<file path="src/rtl/uart_ctrl.sv">
// uart_ctrl: bus-side UART controller with baud tick, RX/TX FIFOs, TX handshake FSM and 4 registers.
// Define UART_CTRL_IRQ_EN to build the interrupt logic and the CTRL irq-enable bits.
module uart_ctrl #(
  parameter int BUS_CLK    = 10_000_000,
  parameter int BAUD       = 9_600,
  parameter int FIFO_DEPTH = 8
) (
  input  logic        clk,
  input  logic        rst_n,
  input  logic [3:0]  addr,
  input  logic        rd_en,
  input  logic        wr_en,
  input  logic [31:0] wr_data,
  output logic [31:0] rd_data,
  output logic        baud_en,
  input  logic [7:0]  rx_din,
  input  logic        rx_recv,
  input  logic        rx_err,
  output logic [7:0]  tx_dout,
  output logic        tx_send,
  input  logic        tx_busy,
  output logic        irq
);
  localparam int          AW      = $clog2(FIFO_DEPTH);
  localparam logic [15:0] DIV_RST = 16'(BUS_CLK / (BAUD * 8) - 1);
  localparam logic [AW:0] PTR_ONE = (AW + 1)'(1);

  typedef enum logic [1:0] {TX_IDLE, TX_SEND, TX_DRAIN} tx_state_e;
  tx_state_e tx_state_q, tx_state_d;

  logic [31:0] rd_data_q;
  logic        baud_en_q;
  logic [15:0] baud_cnt_q, div_q;
  logic        ctrl_en_q, rx_overrun_q, frame_err_q, rx_recv_q;
  logic [7:0]  tx_dout_q;
  logic [8:0]  rx_mem_q [FIFO_DEPTH];
  logic [7:0]  tx_mem_q [FIFO_DEPTH];
  logic [AW:0] rx_wptr_q, rx_rptr_q, tx_wptr_q, tx_rptr_q;
  logic        rx_irq_en, tx_irq_en;

  logic [1:0]  sel;
  logic        data_rd, data_wr, stat_wr, ctrl_wr, div_wr;
  logic        rx_empty, rx_full, tx_empty, tx_full, tx_active;
  logic        rx_edge, rx_pop, rx_push, rx_drop, tx_push, tx_pop;
  logic [31:0] status;
  logic        unused_bits;

  assign sel     = addr[3:2];
  assign data_rd = rd_en && (sel == 2'd0);
  assign data_wr = wr_en && (sel == 2'd0);
  assign stat_wr = wr_en && (sel == 2'd1);
  assign ctrl_wr = wr_en && (sel == 2'd2);
  assign div_wr  = wr_en && (sel == 2'd3);
  assign unused_bits = ^{wr_data[31:16], addr[1:0]};

  assign rx_empty = (rx_wptr_q == rx_rptr_q);
  assign rx_full  = (rx_wptr_q[AW] != rx_rptr_q[AW]) && (rx_wptr_q[AW-1:0] == rx_rptr_q[AW-1:0]);
  assign tx_empty = (tx_wptr_q == tx_rptr_q);
  assign tx_full  = (tx_wptr_q[AW] != tx_rptr_q[AW]) && (tx_wptr_q[AW-1:0] == tx_rptr_q[AW-1:0]);

  // A pop in the same cycle frees a slot, so a push into a full FIFO still lands.
  assign rx_edge = rx_recv && !rx_recv_q && ctrl_en_q;
  assign rx_pop  = data_rd && !rx_empty;
  assign rx_push = rx_edge && (!rx_full || rx_pop);
  assign rx_drop = rx_edge && rx_full && !rx_pop;
  assign tx_push = data_wr && !tx_full;

  assign tx_active = (tx_state_q != TX_IDLE);
  assign status = {25'b0, tx_active, frame_err_q, rx_overrun_q, tx_empty, tx_full, rx_full, !rx_empty};

  always_comb begin
    tx_state_d = tx_state_q;
    tx_pop     = 1'b0;
    tx_send    = 1'b0;
    case (tx_state_q)
      TX_IDLE: begin
        if (ctrl_en_q && !tx_empty && !tx_busy) begin
          tx_pop     = 1'b1;
          tx_state_d = TX_SEND;
        end
      end
      TX_SEND: begin
        tx_send = 1'b1;
        if (tx_busy) tx_state_d = TX_DRAIN;
      end
      TX_DRAIN: begin
        if (!tx_busy) tx_state_d = TX_IDLE;
      end
      default: tx_state_d = TX_IDLE;
    endcase
  end

  always_ff @(posedge clk) begin
    if (!rst_n) tx_state_q <= TX_IDLE;
    else        tx_state_q <= tx_state_d;
  end

  always_ff @(posedge clk) begin
    if (rx_push) rx_mem_q[rx_wptr_q[AW-1:0]] <= {rx_err, rx_din};
    if (tx_push) tx_mem_q[tx_wptr_q[AW-1:0]] <= wr_data[7:0];
  end

  always_ff @(posedge clk) begin
    if (!rst_n) begin
      rd_data_q    <= '0;
      baud_en_q    <= 1'b0;
      baud_cnt_q   <= '0;
      div_q        <= DIV_RST;
      ctrl_en_q    <= 1'b0;
      rx_overrun_q <= 1'b0;
      frame_err_q  <= 1'b0;
      rx_recv_q    <= 1'b0;
      tx_dout_q    <= '0;
      rx_wptr_q    <= '0;
      rx_rptr_q    <= '0;
      tx_wptr_q    <= '0;
      tx_rptr_q    <= '0;
    end else begin
      if (rd_en) begin
        case (sel)
          2'd0:    rd_data_q <= rx_empty ? 32'h8000_0000 : {23'b0, rx_mem_q[rx_rptr_q[AW-1:0]]};
          2'd1:    rd_data_q <= status;
          2'd2:    rd_data_q <= {29'b0, tx_irq_en, rx_irq_en, ctrl_en_q};
          default: rd_data_q <= {16'b0, div_q};
        endcase
      end
      if (!ctrl_en_q || div_wr) begin
        baud_cnt_q <= '0;
        baud_en_q  <= 1'b0;
      end else if (baud_cnt_q == div_q) begin
        baud_cnt_q <= '0;
        baud_en_q  <= 1'b1;
      end else begin
        baud_cnt_q <= baud_cnt_q + 16'd1;
        baud_en_q  <= 1'b0;
      end
      // Setting a sticky flag takes priority over a W1C in the same cycle.
      rx_overrun_q <= rx_drop || (rx_overrun_q && !(stat_wr && wr_data[4]));
      frame_err_q  <= (rx_edge && rx_err) || (frame_err_q && !(stat_wr && wr_data[5]));
      rx_recv_q    <= rx_recv;
      if (ctrl_wr) ctrl_en_q <= wr_data[0];
      if (div_wr)  div_q     <= wr_data[15:0];
      if (rx_push) rx_wptr_q <= rx_wptr_q + PTR_ONE;
      if (rx_pop)  rx_rptr_q <= rx_rptr_q + PTR_ONE;
      if (tx_push) tx_wptr_q <= tx_wptr_q + PTR_ONE;
      if (tx_pop) begin
        tx_rptr_q <= tx_rptr_q + PTR_ONE;
        tx_dout_q <= tx_mem_q[tx_rptr_q[AW-1:0]];
      end
    end
  end

`ifdef UART_CTRL_IRQ_EN
  logic rx_irq_en_q, tx_irq_en_q;

  always_ff @(posedge clk) begin
    if (!rst_n) begin
      rx_irq_en_q <= 1'b0;
      tx_irq_en_q <= 1'b0;
    end else if (ctrl_wr) begin
      rx_irq_en_q <= wr_data[1];
      tx_irq_en_q <= wr_data[2];
    end
  end

  assign rx_irq_en = rx_irq_en_q;
  assign tx_irq_en = tx_irq_en_q;
  assign irq = (rx_irq_en_q && !rx_empty) || (tx_irq_en_q && tx_empty && !tx_active) ||
               (rx_irq_en_q && rx_overrun_q);
`else
  assign rx_irq_en = 1'b0;
  assign tx_irq_en = 1'b0;
  assign irq       = 1'b0;
`endif

  assign rd_data = rd_data_q;
  assign baud_en = baud_en_q;
  assign tx_dout = tx_dout_q;
endmodule

</file>
<file path="config.mk">
export PLATFORM = sky130hd
export DESIGN_NAME = uart_ctrl
export DESIGN_NICKNAME = d
export VERILOG_FILES = /design/src/rtl/uart_ctrl.sv
export SDC_FILE = /design/constraint.sdc
export NUM_CORES = 1
export LEC_CHECK = 0
export ABC_AREA = 1
export CAP_MARGIN = 0
export CORE_MARGIN = 4
export CORE_UTILIZATION = 57
export DETAILED_ROUTE_END_ITERATION = 16
export PLACE_DENSITY = 0.87
export SLEW_MARGIN = 10
export SYNTH_ARGS = -nofsm -noshare
export SYNTH_HDL_FRONTEND = slang
export SYNTH_SLANG_ARGS = --single-unit
</file>
<file path="constraint.sdc">
create_clock -name clk -period 2.65 [get_ports clk]
set_input_delay 0.53 -clock clk [delete_from_list [all_inputs] [get_ports clk]]
set_output_delay 0.53 -clock clk [all_outputs]
set_load 0.02 [all_outputs]
</file>
==> flow_summary.ini, run 1 <==
[synthesis]
ys_ff_latch = 219
synth_edf_count = 136
ys_seq_area_frac = 0.607
syn_inst = 985
synth_area_sq_mm = 0.00947
ys_warn_count = 0
ys_async_sr_fraction = 0
synth_cell_types = 39
synthFlopType = edfxtp_1
syn_area_per_cell_sq_um = 9.61

[placement]
gp_congestion = 0.851
hpwl_microns = 13900
portBuffers = 59

[sta]
tightest_slew_ns = 0.725
hold_viol = 0
min_period_ns = 2.28
relSlewSlack = 0.516
finClkSkew_ns = 0.00743
rsz0062_at_grt = no
final-max-slew-violation-count = 0
finalSetupTns_ns = 0
fmax_ghz = 0.438
layout_worst_path_cycle_share = 0.861
setup_viol_count_final = 0

[setup_path]
cpMaxStageDelayCell = clkdlybuf4s50_1
start_kind = register
r2r_end = tx_mem_q[6][6]
required_ns = 2.12
arrival_ns = 1.75
reg2reg_slack_ns = 0.60
critical_path_class = reg2out
crit_chain = inv_1 > nor2_1 > clkdlybuf4s50_1
critPathMaxFanout = 3
end_kind = primary output
timing.rr.start = tx_rptr_q[2]
reg2reg_depth = 10
max_stage_delay_ns = 0.66

[detailed_routing]
drt_iter0_drc = 616
detail-route-antenna-nets = 0
wl_per_cell_microns = 16.2
drc = 0
vias_per_cell = 5.47
drt-total-wl_microns = 20900
dr_total_vias = 7044
dr.pass1.iters = 5

[grt]
gr-total-overflow = 0
grt_pass1_vias = 6787
grt_max_degree = 37
grt_pass1_wl_microns = 33400
antenna_found_initial = 0
grtUsageTotal = 0.225

[cells_and_area]
nNetsFinal = 1112
diodes = 0
fillers = 1152
syn_to_final_growth_pct = 15.5
final_common_cell = nand2_1
layout-drive-gt1-share = 0.0951
layout_common_cells = 222 x nand2_1, 136 x edfxtp_1, 88 x nor2_1, 84 x o21ai_0, 83 x dfxtp_1

[clock_network]
htree_levels = 1
clock_sinks = 219
clk_latency_ns = 0.50
post_cts_buffers = 0
ctsLongestPathBuffers = 3
cts_resized = 0
cts_tree = done
root_buffer = clkbuf_16
clkTransAtPathRegs_ns = 0.06
cts_buffers = 22
holdBufCountCts = 0

[min_path]
hold_depth = 2
worst_hold_path_type = reg2reg
whs_endpoint = rd_data[4]
hold_start = rd_data[4]

[job]
max_cap_violations = 0

[outcome]
status = complete, no violations

[floorplan]
dieHeight_microns = 137
die_area_sq_mm = 0.0187
die_w_microns = 137
start_util = 0.590
ios = 94
rows = 46
core_sq_mm = 0.0161

[power]
power_density_mw_per_mm2 = 633
p_leak_uw = 0.00414
power.total_uw = 6920
vdd_ir_drop_max_mv = 0.616
==> cell usage after synthesis (2+ instances only) <==
master	count	area, sq um
a21oi_1	57	285
a31oi_1	10	62.6
buf_2	12	60.1
buf_4	21	158
buf_6	3	33.8
clkbuf_1	20	75.1
clkinv_1	2	7.51
dfxtp_1	83	1660
edfxtp_1	136	4080
ha_1	5	62.6
inv_1	79	297
inv_2	10	37.5
inv_4	4	25.0
nand2_1	222	833
nand2_2	9	56.3
nand2_4	4	45.0
nand3_1	36	180
nand3_2	2	20.0
nand4_1	10	62.6
nor2_1	88	330
nor2_4	7	78.8
nor3_1	10	50.1
nor3_2	2	20.0
o211ai_1	7	52.6
o21ai_0	84	420
o21ai_1	4	20.0
o221ai_1	4	35.0
o22ai_1	17	106
or2_1	2	12.5
xnor2_1	19	166
xor2_1	8	70.1
==> worst max-delay path, delay by kind of cell (launching register included) <==
kind / cells / cell delay, ns
buffers and inverters: 2 / 0.70
DFF: 1 / 0.35
and+or+nand+nor: 1 / 0.21
==> layout make-up <==
type | count | area [sq um] | area share
clock buffers | 33 | 623 | 0.0570
clock inverters | 7 | 31.3 | 0.00286
repair buffers | 90 | 823 | 0.0753
well taps | 216 | 270 | 0.0247
flip-flops and latches | 219 | 5750 | 0.525
inverters | 95 | 367 | 0.0335
multi-input cells | 628 | 3080 | 0.281
==> logic make-up after synthesis <==
kind of cell,count (synthesis),share of synthesized area
and+or+nand+nor,394,0.180
DFF,219,0.607
AOI/OAI and AO/OA,185,0.106
buffers and inverters,153,0.0741
xor gates and xnor gates,28,0.0267
adders and majority gates,5,0.00661
other,1,0.000396
==> sequential cells by signal (all words and copies together) (netlist names), 8 cells and up, named ones only <==
signal,flops
div_q,16
rd_data,17
rx_mem_q,72
tx_mem_q,64
baud_cnt_q,16
tx_dout,8
==> worst max path at each step <==
| stage | from | end | slack (ns) |
|---|---|---|---|
| 2_1_floorplan | addr[2] | rx_mem_q[4][0] | 0.51 |
| 3_3_place_gp | addr[2] | rx_mem_q[6][4] | 0.25 |
| 3_5_place_dp | addr[2] | rx_mem_q[6][2] | 0.17 |
| 4_1_cts | tx_state_q[0] | tx_send | 0.37 |
| 5_1_grt | tx_state_q[0] | tx_send | 0.25 |
| 6_report | tx_state_q[0] | tx_send | 0.37 |
==> routing by layer <==
metal  track usage  wire length (microns)  vias up
li1              -                      -     3408
met1         0.291                   8330     3308
met2         0.394                  10500      275
met3        0.0305                   1370       53
met4        0.0715                    635        0
met5             0                      0        -
==> power breakdown <==
group / internal (uW) / leakage, uW / switching [uW]
logic: 145 / 0.00192 / 249
clock network: 1620 / 0.000322 / 1220
registers: 3660 / 0.00190 / 27.1
==> per-stage QoR <==
stage | hold WS (ns) | utilization | cell area (sq um) | instances | setup slack (ns)
2_1_floorplan | 0.419 | - | 9520 | 1000 | 0.512
3_3_place_gp | 0.429 | 0.640 | 10300 | 1248 | 0.247
3_5_place_dp | 0.455 | 0.640 | 10300 | 1248 | 0.173
4_1_cts | 0.458 | 0.681 | 10900 | 1288 | 0.367
5_1_grt | 0.480 | 0.681 | 10900 | 1288 | 0.253
6_report | 0.464 | 0.681 | 10900 | 1288 | 0.367
Note: power is estimated with default switching activity, not from simulation.
==> run 2, diff against run 1 <==
Settings changed: RECOVER_POWER set to 50.
==> flow_summary.ini, run 2 (same netlist as run 1, synthesis figures left out) <==
[grt]
grt_util_met1 = 0.291
grt_pass1_wl_microns = 33400
grtUsageMet2 = 0.394
antenna_found_initial = 0
grt_pass1_vias = 6787
use_met3 = 0.0305
grtUsageTotal = 0.225
busiest_layer = met2
gr-total-overflow = 0
grt_max_degree = 37

[clock_network]
clk_latency_ns = 0.50
cts_tree = done
ctsLongestPathBuffers = 3
holdBufCountCts = 0
root_buffer = clkbuf_16
cts_resized = 0
post_cts_buffers = 0
clock_sinks = 219
clkTransAtPathRegs_ns = 0.06
htree_levels = 1
cts_buffers = 22

[setup_path]
cpMaxStageDelayCell = dlygate4sd3_1
max_stage_delay_ns = 0.59
path_buf_inv = 5
end_kind = register
critical_path_class = in2reg
arrival_ns = 2.51
crit_family = buffers and inverters
start_kind = input port
critPathMaxFanout = 9
crit_chain = dlygate4sd3_1 > nor2_1 > inv_1 > nor2_1 > inv_1 > nand2_1 > nand2_4 > inv_2 > nand2_4 > nor3_2 > buf_4
required_ns = 2.84

[placement]
placed_area_sq_mm = 0.0103
portBuffers = 59
gp_congestion = 0.851
hpwl_microns = 13900

[sta]
fmax_ghz = 0.432
finClkSkew_ns = 0.00977
tightest_slew_ns = 0.988
min_period_ns = 2.32
setup_viol_count_final = 0
final-max-slew-violation-count = 0
layout_worst_path_cycle_share = 0.874
relSlewSlack = 0.341
finalSetupTns_ns = 0
hold_viol = 0
rsz0062_at_grt = no

[detailed_routing]
drt-total-wl_microns = 20900
dr_total_vias = 7044
vias_per_cell = 5.47
drc = 0
detail-route-antenna-nets = 0
wl_per_cell_microns = 16.2
dr.pass1.iters = 5
drt_iter0_drc = 753

[power]
vdd_ir_drop_max_mv = 0.619
power_density_mw_per_mm2 = 634
p_leak_uw = 0.00413

[cells_and_area]
nNetsFinal = 1112
largest_register_ffs = 72
fin_area_sq_mm = 0.0109
final_common_cell = nand2_1
syn_to_final_growth_pct = 14.9
layout-drive-gt1-share = 0.0802
diodes = 0
layout_common_cells = 224 x nand2_1, 136 x edfxtp_1, 92 x nor2_1, 87 x o21ai_0

[floorplan]
die_area_sq_mm = 0.0187
rows = 46
start_util = 0.590
core_sq_mm = 0.0161
dieHeight_microns = 137
ios = 94
die_w_microns = 137

[job]
max_cap_violations = 0

[outcome]
status = complete, no violations

[min_path]
worst_hold_path_type = reg2reg
## run 2: changes by cell type in the layout (fill, tap and decap cells not counted), moves of 2 or more
cell	change
o21ai_0	+3
inv_1	+4
inv_2	-4
nor2_4	-3
o21ai_1	-2
clkbuf_1	+4
clkdlybuf4s50_1	-19
nand2_1	+2
buf_4	-4
dlygate4sd3_1	+19
nor2_1	+4
## run 2: per-layer routing
metal  vias to the layer above  share of wire
li1                       3408              -
met1                      3330           0.41
met2                       262           0.51
met3                        44          0.058
met4                         0          0.024
met5                         -              0
## run 2: final timing paths
check,endpoint,start,slack (ns),cells past startpoint
setup / recovery,rx_mem_q[6][4],addr[2],0.33,11
hold / removal,tx_state_q[1],tx_state_q[0],0.46,1
setup reg to reg,tx_mem_q[6][6],tx_rptr_q[2],0.39,10
hold reg to reg,tx_state_q[1],tx_state_q[0],0.46,1
## run 2: where the power goes
group,switching [uW],internal [uW]
sequential,27.3,3660
clock,1210,1620
combinational,245,135
total,1490,5410
## run 2: per-stage QoR
step | power, uW | hold slack [ns] | worst slack (ns) | std cells | utilization
after global placement | 4130 | 0.429 | 0.247 | 1248 | 0.640
final | 6900 | 0.461 | 0.334 | 1288 | 0.677
after CTS | 6940 | 0.458 | 0.367 | 1288 | 0.681
after floorplan | 3990 | 0.419 | 0.512 | 1000 | -
after global routing | 7130 | 0.480 | 0.181 | 1288 | 0.677
after detailed placement | 4150 | 0.455 | 0.173 | 1248 | 0.640
## run 2: final cells by class
type / count / area, sq um
inverters: 95 / 367
well taps: 216 / 270
flip-flops and latches: 219 / 5750
clock inverters: 7 / 31.3
multi-input cells: 628 / 3030
repair buffers: 90 / 808
fillers: 1165 / 5180
clock buffers: 33 / 623
